<file path="config.mk">
export PLATFORM = sky130hd
export DESIGN_NAME = uart_word_tx_flat
export DESIGN_NICKNAME = d
export VERILOG_FILES = /design/src/rtl/uart_pkg.sv /design/src/rtl/uart_word_tx_if.sv /design/src/rtl/uart_byte_tx.sv /design/src/rtl/uart_word_tx.sv /design/src/flat_wrapper.sv
export SDC_FILE = /design/constraint.sdc
export NUM_CORES = 1
export LEC_CHECK = 0
export CAP_MARGIN = 20
export CORE_MARGIN = 4
export CORE_UTILIZATION = 35
export DETAILED_ROUTE_END_ITERATION = 12
export PLACE_DENSITY = 0.6
export SLEW_MARGIN = 30
export SYNTH_ARGS = -nofsm -noshare
export SYNTH_HDL_FRONTEND = slang
export SYNTH_HIERARCHICAL = 1
export SYNTH_SLANG_ARGS = --single-unit
</file>
<file path="constraint.sdc">
create_clock -name clk -period 3.95 [get_ports clk]
set_input_delay 0.395 -clock clk [delete_from_list [all_inputs] [get_ports clk]]
set_output_delay 0.395 -clock clk [all_outputs]
set_load 0.02 [all_outputs]
</file>
<file path="src/rtl/uart_pkg.sv">
// rtl/uart_pkg.sv - shared UART constants and serializer FSM encoding
package uart_pkg;

  localparam int CLKS_PER_BIT_DEFAULT = 87;
  localparam int BYTES_PER_WORD       = 4;

  typedef enum logic [1:0] {
    ST_IDLE  = 2'd0,
    ST_START = 2'd1,
    ST_DATA  = 2'd2,
    ST_STOP  = 2'd3
  } uart_state_t;

  function automatic int word_bytes(input bit send_addr);
    return send_addr ? 2 * BYTES_PER_WORD : BYTES_PER_WORD;
  endfunction

endpackage

</file>
<file path="src/rtl/uart_word_tx_if.sv">
// rtl/uart_word_tx_if.sv - address/data word handshake into the UART word transmitter
interface uart_word_tx_if;

  logic        in_valid;
  logic        in_ready;
  logic [31:0] in_addr;
  logic [31:0] in_data;

  modport master (output in_valid, output in_addr, output in_data, input in_ready);
  modport slave  (input in_valid, input in_addr, input in_data, output in_ready);

endinterface

</file>
<file path="src/rtl/uart_byte_tx.sv">
// rtl/uart_byte_tx.sv - 8N1 single-byte serializer with baud counter
module uart_byte_tx
  import uart_pkg::*;
#(
  parameter int CLKS_PER_BIT = CLKS_PER_BIT_DEFAULT
) (
  input  logic       clk,
  input  logic       reset,
  input  logic       start,
  input  logic [7:0] data,
  output logic       tx,
  output logic       busy,
  output logic       done
);

  localparam int            BW        = (CLKS_PER_BIT > 1) ? $clog2(CLKS_PER_BIT) : 1;
  localparam logic [BW-1:0] BAUD_LAST = BW'(CLKS_PER_BIT - 1);

  uart_state_t   state, state_n;
  logic [BW-1:0] baud_cnt, baud_cnt_n;
  logic [2:0]    bit_cnt, bit_cnt_n;
  logic [7:0]    sh, sh_n;
  logic          tx_n;
  logic          tick;

  assign tick = (baud_cnt == BAUD_LAST);
  assign busy = (state != ST_IDLE);
  // done marks the final cycle of the stop bit so a follow-on start is seamless
  assign done = (state == ST_STOP) && tick;

  always_ff @(posedge clk or posedge reset) begin
    if (reset) begin
      state    <= ST_IDLE;
      baud_cnt <= '0;
      bit_cnt  <= '0;
      sh       <= '0;
      tx       <= 1'b1;
    end else begin
      state    <= state_n;
      baud_cnt <= baud_cnt_n;
      bit_cnt  <= bit_cnt_n;
      sh       <= sh_n;
      tx       <= tx_n;
    end
  end

  always_comb begin
    state_n    = state;
    baud_cnt_n = baud_cnt;
    bit_cnt_n  = bit_cnt;
    sh_n       = sh;
    tx_n       = tx;
    if (state != ST_IDLE) begin
      baud_cnt_n = tick ? '0 : baud_cnt + 1'b1;
    end
    case (state)
      ST_IDLE: begin
        if (start) begin
          state_n    = ST_START;
          sh_n       = data;
          tx_n       = 1'b0;
          baud_cnt_n = '0;
        end
      end
      ST_START: begin
        if (tick) begin
          state_n   = ST_DATA;
          bit_cnt_n = 3'd0;
          tx_n      = sh[0];
        end
      end
      ST_DATA: begin
        if (tick) begin
          if (bit_cnt == 3'd7) begin
            state_n = ST_STOP;
            tx_n    = 1'b1;
          end else begin
            bit_cnt_n = bit_cnt + 3'd1;
            sh_n      = {1'b0, sh[7:1]};
            tx_n      = sh[1];
          end
        end
      end
      ST_STOP: begin
        if (tick) begin
          if (start) begin
            state_n = ST_START;
            sh_n    = data;
            tx_n    = 1'b0;
          end else begin
            state_n = ST_IDLE;
            tx_n    = 1'b1;
          end
        end
      end
      default: state_n = ST_IDLE;
    endcase
  end

endmodule

</file>
<file path="src/rtl/uart_word_tx.sv">
// rtl/uart_word_tx.sv - sends one address/data word as back-to-back 8N1 bytes
module uart_word_tx
  import uart_pkg::*;
#(
  parameter int CLKS_PER_BIT = CLKS_PER_BIT_DEFAULT,
  parameter bit SEND_ADDR    = 1'b1
) (
  input  logic            clk,
  input  logic            reset,
  uart_word_tx_if.slave   word,
  output logic            tx,
  output logic            busy,
  output logic            done
);

  localparam int         N_BYTES   = word_bytes(SEND_ADDR);
  localparam logic [2:0] LAST_BYTE = 3'(N_BYTES - 1);

  logic [63:0] word_sh;
  logic [63:0] load_word;
  logic [2:0]  byte_cnt;
  logic [7:0]  byte_data;
  logic        byte_busy, byte_done, byte_start;
  logic        ready, accept, last_byte, word_done;

  assign last_byte = (byte_cnt == LAST_BYTE);
  assign word_done = byte_done && last_byte;
  // a new word may be taken in the last stop-bit cycle of the previous one
  assign ready     = !byte_busy || word_done;
  assign accept    = word.in_valid && ready;
  assign busy      = byte_busy && !word_done;
  assign done      = word_done;
  assign word.in_ready = ready;

  assign load_word  = SEND_ADDR ? {word.in_data, word.in_addr} : {32'd0, word.in_data};
  assign byte_start = accept || (byte_done && !last_byte);
  assign byte_data  = accept ? load_word[7:0] : word_sh[7:0];

  always_ff @(posedge clk or posedge reset) begin
    if (reset) begin
      word_sh  <= '0;
      byte_cnt <= '0;
    end else if (accept) begin
      word_sh  <= load_word >> 8;
      byte_cnt <= 3'd0;
    end else if (byte_done) begin
      word_sh  <= word_sh >> 8;
      byte_cnt <= last_byte ? 3'd0 : byte_cnt + 3'd1;
    end
  end

  uart_byte_tx #(
    .CLKS_PER_BIT(CLKS_PER_BIT)
  ) u_byte_tx (
    .clk   (clk),
    .reset (reset),
    .start (byte_start),
    .data  (byte_data),
    .tx    (tx),
    .busy  (byte_busy),
    .done  (byte_done)
  );

endmodule

</file>
<file path="src/flat_wrapper.sv">
// flat-port wrapper written by rule: the top's interface ports become plain ports
module uart_word_tx_flat import uart_pkg::*;
#(
  parameter int CLKS_PER_BIT = CLKS_PER_BIT_DEFAULT,
  parameter bit SEND_ADDR    = 1'b1
)
  (clk, reset, tx, busy, done, word_in_valid, word_in_addr, word_in_data, word_in_ready);
  uart_word_tx_if word_i ();
  input  logic clk;
  input  logic reset;
  output logic tx;
  output logic busy;
  output logic done;
  input wire logic [$bits(word_i.in_valid)-1:0] word_in_valid;
  input wire logic [$bits(word_i.in_addr)-1:0] word_in_addr;
  input wire logic [$bits(word_i.in_data)-1:0] word_in_data;
  output wire logic [$bits(word_i.in_ready)-1:0] word_in_ready;
  assign word_i.in_valid = word_in_valid;
  assign word_i.in_addr = word_in_addr;
  assign word_i.in_data = word_in_data;
  assign word_in_ready = word_i.in_ready;
  uart_word_tx #(.CLKS_PER_BIT(CLKS_PER_BIT), .SEND_ADDR(SEND_ADDR)) u_core (.clk(clk), .reset(reset), .word(word_i), .tx(tx), .busy(busy), .done(done));
endmodule
</file>
== After elaboration in Yosys (flattened, before gate mapping) ==
Cells that the tools add are included.

* Eq/ne operators: 12
* Reductions and logical operators: 19
* Mux-type cells: 33
* $add $sub $neg: 3

{| class="wikitable"
|+ Operators by type and width
! operator !! number
|-
| 2-to-1 mux 64 bit || 2
|-
| 2-to-1 mux 8 bit || 5
|-
| 2-to-1 mux 7 bit || 4
|-
| one-hot mux 8 bit (3 select lines) || 1
|-
| 2-to-1 mux 3 bit || 6
|-
| AND reduction 4 bit || 3
|-
| 2-to-1 mux 2 bit || 5
|-
| != test 2 bit (second input constant) || 5
|-
| one-hot mux 2 bit (4 select lines) || 1
|-
| adder 7 x 1 -> 7 bit (second input constant) || 1
|-
| == test 7 bit (second input constant) || 1
|-
| 2-to-1 mux 1 bit || 7
|-
| adder 3 x 1 -> 3 bit (second input constant) || 2
|-
| == test 3 bit (second input constant) || 2
|-
| one-hot mux 3 bit (2 select lines) || 1
|-
| nonzero test 2 bit || 3
|-
| logical AND 1 bit || 5
|-
| AND reduction 5 bit || 1
|-
| == test 2 bit (second input constant) || 2
|-
| one-hot mux 1 bit (4 select lines) || 1
|-
| logical NOT 1 bit || 3
|-
| nonzero test 3 bit || 1
|-
| == test 2 x 1 -> 1 bit (second input constant) || 1
|-
| logical NOT 2 bit || 1
|-
| 2 further kinds || 3
|}

* Output and inout bits: 4
* Logic and storage cells: 74
* Register bits after elaboration: 88

== Depth between registers and ports, before layout ==
Gate-level depths: netlist (run 1).

* Word-level depth: 9
* Depth in mapped cells: 17
* Mapped depth without buffers: 13

== Modules after synthesis ==
Netlist (run 1), hierarchy kept.

{| class="wikitable"
|+ By module, submodules not included
! module !! area each (sq um) !! cells each !! seq. area each (sq um) !! instances
|-
| uart_word_tx || 3260.6 || 210 || 1476.4 || 1
|-
| uart_byte_tx || 1311.3 || 127 || 526.8 || 1
|}

== Worst setup path before layout (run 1) ==
OpenSTA, ideal clock, no wires.

* Path type: register -> register
* From: register u_core.u_byte_tx.baud_cnt[0]
* To: register u_core.u_byte_tx.sh[0]
* Cell stages (with the launch flop): 18
* Setup time: 0.125 ns
* Arrival time: 3.110 ns
* Period minus slack after synthesis: 3.234 ns
* Slack: 0.716 ns
* Cell sequence: dfrtp_1 > inv_1 > ha_1 > and2_1 > clkbuf_2 > and3_1 > buf_6 > and2_4 > nor2b_4 > inv_4 > nand2_4 > buf_12 > buf_12 > o21ai_1 > inv_1 > o32a_1 > a21oi_4 > mux2_2

* Longest elaborated chain between the ends: 9

{| class="wikitable"
|+ RTL lines
! element !! RTL line !! RTL
|-
| from (decl) || uart_byte_tx.sv:20 || <nowiki>logic [BW-1:0] baud_cnt, baud_cnt_n;</nowiki>
|-
| from (signal assigned) || uart_byte_tx.sv:40 || <nowiki>baud_cnt <= baud_cnt_n;</nowiki>
|-
| == test 7 bit (*) || uart_byte_tx.sv:26 || <nowiki>assign tick = (baud_cnt == BAUD_LAST);</nowiki>
|-
| logical AND 1 bit (*) || uart_byte_tx.sv:29 || <nowiki>assign done = (state == ST_STOP) && tick;</nowiki>
|-
| named net u_core.byte_done || uart_word_tx.sv:23 || <nowiki>logic byte_busy, byte_done, byte_start;</nowiki>
|-
| logical AND 1 bit (*) || uart_word_tx.sv:27 || <nowiki>assign word_done = byte_done && last_byte;</nowiki>
|-
| named net done || flat_wrapper.sv:13 || <nowiki>output logic done;</nowiki>
|-
| logical OR 1 bit (*) || uart_word_tx.sv:29 || <nowiki>assign ready = !byte_busy || word_done;</nowiki>
|-
| named net word_in_ready || flat_wrapper.sv:17 || <nowiki>output wire logic [$bits(word_i.in_ready)-1:0] word_in_ready;</nowiki>
|-
| logical AND 1 bit (*) || uart_word_tx.sv:30 || <nowiki>assign accept = word.in_valid && ready;</nowiki>
|-
| logical OR 1 bit (*) || uart_word_tx.sv:36 || <nowiki>assign byte_start = accept || (byte_done && !last_byte);</nowiki>
|-
| named net u_core.byte_start || uart_word_tx.sv:23 ||
|-
| 2-to-1 mux 8 bit (*) || uart_byte_tx.sv:58, uart_byte_tx.sv:86 ||
|-
| 2-to-1 mux 8 bit || uart_byte_tx.sv:85 || <nowiki>if (tick) begin</nowiki>
|-
| one-hot mux 8 bit (3 select lines) (*) || uart_byte_tx.sv:56 || <nowiki>case (state)</nowiki>
|-
| to (signal assigned) || uart_byte_tx.sv:42 || <nowiki>sh <= sh_n;</nowiki>
|-
| to (decl) || uart_byte_tx.sv:22 || <nowiki>logic [7:0] sh, sh_n;</nowiki>
|}

The timed path passes the listed nets; every way through them passes the cells marked *. The select of a mux whose other input is x is not followed.
A chain may end at the register's enable or synchronous reset.

== Worst setup path after layout (run 1) ==
* From: register u_core.u_byte_tx.baud_cnt[0]
* To: register u_core.u_byte_tx.sh[5]

* Longest elaborated chain between the ends: 9

{| class="wikitable"
|+ RTL lines
! element !! RTL line
|-
| == test 7 bit (*) || uart_byte_tx.sv:26
|-
| logical AND 1 bit (*) || uart_byte_tx.sv:29
|-
| named net u_core.byte_done || uart_word_tx.sv:23
|-
| logical AND 1 bit || uart_word_tx.sv:27
|-
| logical OR 1 bit || uart_word_tx.sv:29
|-
| logical AND 1 bit || uart_word_tx.sv:30
|-
| logical OR 1 bit (*) || uart_word_tx.sv:36
|-
| named net u_core.byte_start || uart_word_tx.sv:23
|-
| 2-to-1 mux 8 bit (*) || uart_byte_tx.sv:58, uart_byte_tx.sv:86
|-
| 2-to-1 mux 8 bit || uart_byte_tx.sv:85
|-
| one-hot mux 8 bit (3 select lines) (*) || uart_byte_tx.sv:56
|}

Marked as above.

==> impl_metrics.tcl, run 1 <==
set metrics [dict create \
    outcome "completed" \
    setup.worst_path.start "u_core/u_byte_tx/baud_cnt[0]$_DFF_PP0_" \
    syn_nets 415 \
    endpoint "u_core/u_byte_tx/sh[5]$_DFFE_PP0P_" \
    finalHoldViolCount 0 \
    syn_inst 337 \
    synth_seq_area_share 0.438 \
    insertion_delay_ns 0.33 \
    first_iter_violations 166 \
    worstPathRequired_ns 4.16 \
    gp_routability_congestion 0.811 \
    slew_headroom 0.361 \
    initial_utilization 0.359 \
    place_hpwl_um 6630 \
    tns_ns 0 \
    yosysWarningCount 6 \
    power_w 0.00178 \
    clk_pin_slew_ns 0.06 \
    slowest_stage "dfrtp_1" \
    synth_area_um2 4570 \
    grt_use_total 0.130 \
    grt_pass1_wl_um 15200 \
    antenna_found_initial 0 \
    r2r_end "u_core/u_byte_tx/sh[5]$_DFFE_PP0P_" \
    synth_seq_cells 80 \
    cts_tree "yes" \
    yosys.area.top_type "dfrtp_1" \
    wire_per_inst_um 15.8 \
    fin_ws_ns 0.773 \
    pre_cts_ws_ns 0.772 \
    die_area_um2 15000 \
    final_cell_mix "dfrtp_1 (79), clkdlybuf4s50_1 (70), mux2_2 (63)" \
    post-route-period-util 0.804 \
    rsz0062_at_grt "false" \
    dr.pass1.iters 4 \
    layout_commonest_cell "dfrtp_1" \
    cts-root-buf "clkbuf_16" \
    cts_resized 0 \
    cts_buffers 9 \
    p_leak_nw 2.72 \
    timing.rr.start "u_core/u_byte_tx/baud_cnt[0]$_DFF_PP0_" \
    drv_slew 0 \
    ctsHoldBuffers 0 \
    syn_avg_cell_area_um2 13.6 \
    max_slew.worst_pin.slew_ns 0.959 \
    fp.dieW_um 122 \
    syn_to_final_growth_pct 23.3 \
    pwr_density_cell_nw_per_um2 316 \
    port-buffer-count 70 \
    hold_ws_ns 0.506 \
    synth_area_leaders "dfrtp_1 (43%), mux2_4 (16%), mux2_2 (16%), mux2_1 (3.7%), ha_1 (3.0%)" \
    antenna_cells 0 \
    period_minus_slack_ns 3.18 \
    boundaryPins 71 \
    rr_worst_depth 13 \
    cp_max_fo 10 \
    antenna_left 0 \
    postCtsSetupBuffers 0 \
    core_um2 12700 \
    overflow 0 \
    critPathLaunchType "flop" \
    grt_max_degree 60 \
    cts_num_sinks 80 \
    crit_type "flop to flop" \
    cpPeakStageDelay_ns 0.42 \
    path_cells "inv_1 -> ha_1 -> and2_1 -> and3_2 -> and2_4 -> nor2b_4 -> inv_4 -> nand2_4 -> o21ai_1 -> inv_1 -> o32a_1 -> a21oi_4 -> mux2_2" \
    rows 41 \
    viasPerCell 4.74 \
    cts_buffer_depth 2 \
    drc_errors 0 \
    grt_pass1_vias 3027 \
    vias 2737 \
    h-tree-depth 3 \
    clock_skew_ns 0.00815 \
    crit_top_cell "inv_1" \
    cp.arrival_ns 3.38 \
    routed_wl_um 9150 \
    timing.fmax_ghz 0.315 \
    ys_types 47 \
    die_h_um 122 \
    hold_class "flop to flop" \
    cap_violations 0 \
    layout-drive-gt1-share 0.340 \
    setup_violations 0 \
    r2r_setup_slack_ns 0.77 \
    peakVddDrop_mv 0.253 \
    yosys.area.top_type_share 0.432 \
    nNetsFinal 481 \
    endpoint_kind "flop" \
]
worst max-delay path, delay by kind of cell, from the launching register on:
family / cells / cell delay, ns
mux: 1 / 0.37
simple gates: 5 / 0.92
fa+ha+maj: 1 / 0.17
compound gates: 3 / 0.90
buf+inv: 3 / 0.26
flops: 1 / 0.42
registers in the layout, indices dropped and copies added (netlist names):
name                       cells
u_core/u_byte_tx/sh            8
u_core/u_byte_tx/baud_cnt      7
u_core/u_byte_tx/tx            1
u_core/u_byte_tx/bit_cnt       3
u_core/word_sh                56
u_core/byte_cnt                3
u_core/u_byte_tx/state         2
layer usage:
| metal | track usage | vias up | part of all wire |
|---|---|---|---|
| met3 | 0.0419 | 5 | 0.042 |
| met2 | 0.207 | 67 | 0.48 |
| li1 | - | 1338 | - |
| met5 | 0 | - | 0 |
| met4 | 0.0336 | 0 | 0.0092 |
| met1 | 0.173 | 1327 | 0.47 |
cells in the mapped netlist (all sizes together):
master and instances:
mux2 127, and2 3, nand4b 1, dfrtp 79, nor2 5, nand4 3, ha 11, dfstp 1
nand3 6, nor2b 11, nor3 2, or3 1, nor3b 1, and3 2, o32a 1, o31ai 2
a22o 4, o211ai 1, xor2 1, o22ai 2, mux2i 4, a41o 1, inv 13, a221oi 1
and4bb 1, xnor2 1, buf 11, clkbuf 7, a21oi 8, o21a 1, o21ai 12, nand2 12
nand4bb 1
logic make-up after synthesis:
logic type / after synthesis / synth area share
adder cells (fa/ha/maj): 11 / 0.0301
buffers and inverters: 31 / 0.0514
multiplexers: 131 / 0.362
AO/OA/AOI/OAI: 33 / 0.0487
XOR/XNOR: 2 / 0.00383
flip-flops: 80 / 0.438
AND/OR/NAND/NOR: 49 / 0.0660
metrics by stage:
stage               cell area (µm²)  std cells   util
floorplan                      4570        337      -
global placement               5330        564  0.419
detailed placement             5330        564  0.419
CTS                            5640        578  0.443
global route                   5640        578  0.443
finish                         5640        578  0.443
how the worst min path moves through the flow:
stage                                       startpoint                                     end  slack [ns]  cells past startpoint
floorplan                                        reset  u_core/u_byte_tx/baud_cnt[0]$_DFF_PP0_        0.37                      1
global placement    u_core/u_byte_tx/sh[3]$_DFFE_PP0P_      u_core/u_byte_tx/sh[3]$_DFFE_PP0P_        0.49                      1
detailed placement  u_core/u_byte_tx/sh[2]$_DFFE_PP0P_      u_core/u_byte_tx/sh[2]$_DFFE_PP0P_        0.50                      1
CTS                 u_core/u_byte_tx/sh[3]$_DFFE_PP0P_      u_core/u_byte_tx/sh[3]$_DFFE_PP0P_        0.51                      1
global route        u_core/u_byte_tx/sh[3]$_DFFE_PP0P_      u_core/u_byte_tx/sh[3]$_DFFE_PP0P_        0.52                      1
finish                 u_core/u_byte_tx/tx$_DFFE_PP1P_         u_core/u_byte_tx/tx$_DFFE_PP1P_        0.51                      2
power breakdown:
group          internal (W)  leakage [nW]  switching (W)
clock              0.000564         0.148       0.000311
combinational     0.0000590          1.49      0.0000297
sequential         0.000820          1.08              0
total               0.00144          2.72       0.000341
final cells by class:
cell class | count | area [µm²]
repair buffers | 73 | 723
well taps | 172 | 215
clock inverters | 3 | 67.6
flip-flops and latches | 80 | 2000
fillers | 1236 | 7080
clock buffers | 11 | 243
inverters | 13 | 52.6
multi-input cells | 226 | 2330
Note: power is estimated with default switching activity, not from simulation.
==> inputs of run 2 (changes only) <==
clock period = 3.25 ns   (was 3.95 ns; I/O delays follow)
==> impl_metrics.tcl, run 2 (synthesis gave the netlist of run 1 again) <==
set metrics [dict create \
    outcome "completed" \
    drv_slew 0 \
    slowest_stage "dfrtp_1" \
    grt_max_degree 60 \
    finalHoldViolCount 0 \
    final_cell_mix "dfrtp_1 (79), clkdlybuf4s50_1 (70), mux2_2 (63)" \
    cp_max_fo 8 \
    cpPeakStageDelay_ns 0.43 \
    path_delay_family "compound AO/OA/AOI/OAI gates" \
    cap_violations 0 \
    post-route-period-util 0.877 \
    initial_utilization 0.359 \
    setup_violations 0 \
    rows 41 \
    comb_power_share 0.053 \
    crit_top_cell "inv_1" \
    h-tree-depth 3 \
    path_cells "inv_1 -> ha_1 -> inv_1 -> nor2b_4 -> inv_4 -> nand2_4 -> o21ai_1 -> inv_1 -> o32a_1 -> a21oi_4 -> mux2_2" \
    drc_errors 0 \
    worstPathRequired_ns 3.46 \
    hold_ws_ns 0.362 \
    cts_num_sinks 80 \
    period_minus_slack_ns 2.85 \
    p_clk_frac 0.456 \
    power_w 0.00203 \
    grt_pass1_vias 3003 \
    slew_headroom 0.471 \
    cts-root-buf "clkbuf_16" \
    final_cells 583 \
    dr.pass1.iters 4 \
    endpoint_kind "flop" \
    p_sw_w 0.000429 \
    largest_reg_flops 56 \
    worst-path-buf-inv 4 \
    timing.fmax_ghz 0.351 \
    cts_buffer_depth 2 \
    critPathLaunchType "flop" \
    vias 2789 \
    reg_top3 "u_core/word_sh: 56 flops, u_core/u_byte_tx/sh: 8 flops, u_core/u_byte_tx/baud_cnt: 7 flops" \
    wire_per_inst_um 15.6 \
    swShare 0.211 \
    place_hpwl_um 6600 \
    ctsHoldBuffers 0 \
    seqPwrFrac 0.491 \
    layout-drive-gt1-share 0.350 \
    antenna_found_initial 0 \
    port-buffer-count 70 \
    grt_use_total 0.128 \
    nFillCells 1208 \
    nNetsFinal 485 \
    gp_routability_congestion 0.793 \
    tns_ns 0 \
    cts_resized 0 \
    dpl.cell_count 568 \
    layout_commonest_cell "dfrtp_1" \
    p_int_w 0.00160 \
    clk_pin_slew_ns 0.06 \
    die_area_um2 15000 \
    postCtsSetupBuffers 0 \
    insertion_delay_ns 0.33 \
    fp.dieW_um 122 \
    syn_to_final_growth_pct 23.1 \
    grt_pass1_wl_um 15000 \
    crit_type "flop to flop" \
    viasPerCell 4.78 \
    routed_wl_um 9070 \
    cts_buffers 9 \
    die_h_um 122 \
    cp.arrival_ns 3.06 \
    pwr_density_cell_nw_per_um2 361 \
    clock_skew_ns 0.00634 \
    boundaryPins 71 \
    hold_class "input port to asynchronous set/reset pin" \
    max_slew.worst_pin.slew_ns 0.789 \
    p_leak_nw 2.73 \
    overflow 0 \
    peakVddDrop_mv 0.198 \
    rsz0062_at_grt "false" \
    antenna_left 0 \
    antenna_cells 0 \
    cts_tree "yes" \
    core_um2 12700 \
    regMostFlops "u_core/word_sh" \
    first_iter_violations 104 \
]
## run 2: cell types whose count changed in the layout (fill, tap and decap cells not counted), sizes merged
cell,change
inv,+1
bufinv,-2
clkbuf,-1
buf,+4
clkinv,+3
## run 2: worst paths after layout
path | endpoint | cells after the start | startpoint | slack (ns)
worst max-delay path | u_core/u_byte_tx/sh[6]$_DFFE_PP0P_ | 11 | u_core/u_byte_tx/state[0]$_DFFE_PP0P_ | 0.40
worst min-delay path | u_core/word_sh[52]$_DFFE_PP0P_ | 2 | reset | 0.36
worst max register to register | u_core/u_byte_tx/sh[6]$_DFFE_PP0P_ | 11 | u_core/u_byte_tx/state[0]$_DFFE_PP0P_ | 0.40
worst min register to register | u_core/u_byte_tx/tx$_DFFE_PP1P_ | 2 | u_core/u_byte_tx/tx$_DFFE_PP1P_ | 0.51
max in group asynchronous | u_core/word_sh[3]$_DFFE_PP0P_ | 3 | reset | 2.23
min in group clk | u_core/u_byte_tx/tx$_DFFE_PP1P_ | 2 | u_core/u_byte_tx/tx$_DFFE_PP1P_ | 0.51
## run 2: layer usage
metal,track usage,vias up,routed length (µm)
met3,0.0309,8,371
met1,0.166,1380,4250
met2,0.212,49,4360
met4,0.0399,0,90
li1,-,1352,-
met5,0,-,0
## run 2: worst reg2reg max path, stage by stage (launching register included)
cell     delay [ns]
dfrtp_1        0.43
inv_1          0.13
ha_1           0.33
inv_1          0.16
nor2b_4        0.17
inv_4          0.06
nand2_4        0.05
o21ai_1        0.20
inv_1          0.14
o32a_1         0.42
a21oi_4        0.28
mux2_2         0.38
## run 2: metrics by stage
stage / utilization / setup slack [ns] / cell area [µm²]
2_1_floorplan: - / 0.0157 / 4570
3_3_place_gp: 0.421 / 0.491 / 5360
3_5_place_dp: 0.421 / 0.411 / 5360
4_1_cts: 0.442 / 0.395 / 5630
5_1_grt: 0.442 / 0.177 / 5630
6_report: 0.442 / 0.400 / 5630
## run 2: layout make-up
cell class                      instances  area [µm²]  area share
Multi-Input combinational cell        226        2330       0.415
Sequential cell                        80        2000       0.356
Timing Repair Buffer                   77         753       0.134
Clock buffer                           10         239      0.0425
Tap cell                              172         215      0.0382
Inverter                               13        51.3     0.00912
Clock inverter                          5        31.3     0.00556
## run 2: power groups by stage
stage	clock, W	combinational (W)	sequential, W
2_1_floorplan	0	0.0000164	0.00101
3_3_place_gp	0	0.000112	0.00101
3_5_place_dp	0	0.000112	0.00101
4_1_cts	0.000951	0.000112	0.000996
5_1_grt	0.000997	0.000118	0.000995
6_report	0.000926	0.000108	0.000996
==> inputs of run 3 (changes only) <==
clock period = 3.18 ns   (was 3.25 ns; I/O delays follow)
==> impl_metrics.tcl, run 3 (synthesis gave the netlist of run 1 again) <==
set metrics [dict create \
    crit_top_cell "inv_1" \
    timing.fmax_ghz 0.351 \
    rr_worst_depth 13 \
    cts_buffers 9 \
    period_minus_slack_ns 2.85 \
    cap_violations 0 \
    path_cells "inv_1 -> ha_1 -> and2_1 -> and3_2 -> and2_4 -> nor2b_4 -> inv_4 -> nand2_4 -> o21ai_2 -> inv_1 -> o32a_1 -> a21oi_4 -> mux2_2" \
    antenna_cells 0 \
    outcome "completed" \
    worstPathRequired_ns 3.40 \
    overflow 0 \
    cts_num_sinks 80 \
    pre_cts_ws_ns 0.316 \
    nNetsFinal 484 \
    largest_reg_flops 56 \
    tns_ns 0 \
    peakVddDrop_mv 0.218 \
    p_sw_w 0.000448 \
    postCtsSetupBuffers 0 \
    path_delay_family "compound AO/OA/AOI/OAI gates" \
    regMostFlops "u_core/word_sh" \
    final_cell_mix "dfrtp_1 (79), clkdlybuf4s50_1 (70), mux2_2 (63)" \
    cts_tree "yes" \
    nFillCells 1240 \
    endpoint "u_core/u_byte_tx/sh[5]$_DFFE_PP0P_" \
    reg_top3 "u_core/word_sh: 56 flops, u_core/u_byte_tx/sh: 8 flops, u_core/u_byte_tx/baud_cnt: 7 flops" \
    hold_ws_ns 0.325 \
    place_hpwl_um 6540 \
    comb_power_share 0.051 \
    seq_area_um2 2000 \
    boundaryPins 71 \
    syn_to_final_growth_pct 23.9 \
    fin_ws_ns 0.333 \
    worst-path-buf-inv 3 \
    endpoint_kind "flop" \
    ctsHoldBuffers 0 \
    multi_input_area_um2 2340 \
    grt_max_degree 60 \
    routed_wl_um 8970 \
    setup.worst_path.start "u_core/u_byte_tx/baud_cnt[0]$_DFF_PP0_" \
    die_h_um 122 \
    pwr_density_cell_nw_per_um2 383 \
    p_int_w 0.00172 \
    drc_errors 0 \
    insertion_delay_ns 0.34 \
    cp_max_fo 10 \
    critPathLaunchType "flop" \
    grt_pass1_wl_um 14800 \
    r2r_end "u_core/u_byte_tx/sh[5]$_DFFE_PP0P_" \
    gp_routability_congestion 0.764 \
    cts_resized 0 \
    p_leak_nw 2.74 \
    cp.arrival_ns 3.07 \
    antenna_found_initial 0 \
    layout_commonest_cell "dfrtp_1" \
    crit_type "flop to flop" \
    timing.rr.start "u_core/u_byte_tx/baud_cnt[0]$_DFF_PP0_" \
    cpPeakStageDelay_ns 0.41 \
    final_core_util 0.445 \
    core_um2 12700 \
    grt_use_total 0.127 \
    slowest_stage "dfrtp_1" \
    power_w 0.00217 \
    initial_utilization 0.359 \
    clk_pin_slew_ns 0.06 \
    r2r_setup_slack_ns 0.33 \
    p_clk_frac 0.479 \
    setup_violations 0 \
    rows 41 \
    cts-root-buf "clkbuf_16" \
    worst-path-stages 13 \
    drv_slew 0 \
    port-buffer-count 70 \
    vias 2732 \
    clock_skew_ns 0.00860 \
    antenna_left 0 \
    layout-drive-gt1-share 0.349 \
    grt_pass1_vias 2932 \
    wire_per_inst_um 15.4 \
    die_area_um2 15000 \
    fp.dieW_um 122 \
    dr.pass1.iters 4 \
    slew_headroom 0.480 \
    rsz0062_at_grt "false" \
    hold_class "input port to asynchronous set/reset pin" \
    seqPwrFrac 0.470 \
    post-route-period-util 0.895 \
    cts_buffer_depth 2 \
    h-tree-depth 3 \
    first_iter_violations 116 \
    viasPerCell 4.69 \
    finalHoldViolCount 0 \
    swShare 0.207 \
    max_slew.worst_pin.slew_ns 0.776 \
]
## run 3: power groups by stage
stage / Clock [W] / Sequential, W / Combinational, W
2_1_floorplan: 0 / 0.00104 / 0.0000168
3_3_place_gp: 0 / 0.00104 / 0.000115
3_5_place_dp: 0 / 0.00104 / 0.000114
4_1_cts: 0.00107 / 0.00102 / 0.000115
5_1_grt: 0.00111 / 0.00102 / 0.000121
6_report: 0.00104 / 0.00102 / 0.000111
## run 3: cell type report
class,count,share of cell area
Tap cell,172,0.0380
Sequential cell,80,0.354
Timing Repair Buffer,76,0.134
Clock buffer,11,0.0429
Inverter,13,0.00906
Clock inverter,4,0.00950
Multi-Input combinational cell,226,0.413
## run 3: per-layer routing
layer	vias to the layer above	global-route usage	wire, µm
li1	1354	-	-
met1	1311	0.164	4030
met2	57	0.199	4270
met3	10	0.0475	540
met4	0	0.0399	119
met5	-	0	0
## run 3: worst reg2reg max path, cell delays in order, from the launching register on
cell and delay (ns):
dfrtp_1 0.41, inv_1 0.07, ha_1 0.18, and2_1 0.14, and3_2 0.21, and2_4 0.16
nor2b_4 0.04, inv_4 0.06, nand2_4 0.13, o21ai_2 0.15, inv_1 0.11, o32a_1 0.41
a21oi_4 0.29, mux2_2 0.37
## run 3: worst min-delay path by stage
stage	from	to	slack (ns)	cells after the start
after floorplan	reset	u_core/u_byte_tx/baud_cnt[0]$_DFF_PP0_	0.29	1
after global placement	u_core/u_byte_tx/tx$_DFFE_PP1P_	u_core/u_byte_tx/tx$_DFFE_PP1P_	0.49	2
after CTS	reset	u_core/word_sh[28]$_DFFE_PP0P_	0.32	2
final	reset	u_core/word_sh[6]$_DFFE_PP0P_	0.33	2
after detailed placement	u_core/u_byte_tx/tx$_DFFE_PP1P_	u_core/u_byte_tx/tx$_DFFE_PP1P_	0.49	2
after global routing	reset	u_core/word_sh[20]$_DFFE_PP0P_	0.34	2
## run 3: through the flow
step	instance area, µm²	cells
3_3_place_gp	5370	567
5_1_grt	5660	582
3_5_place_dp	5370	567
2_1_floorplan	4580	337
4_1_cts	5660	582
6_report	5660	582
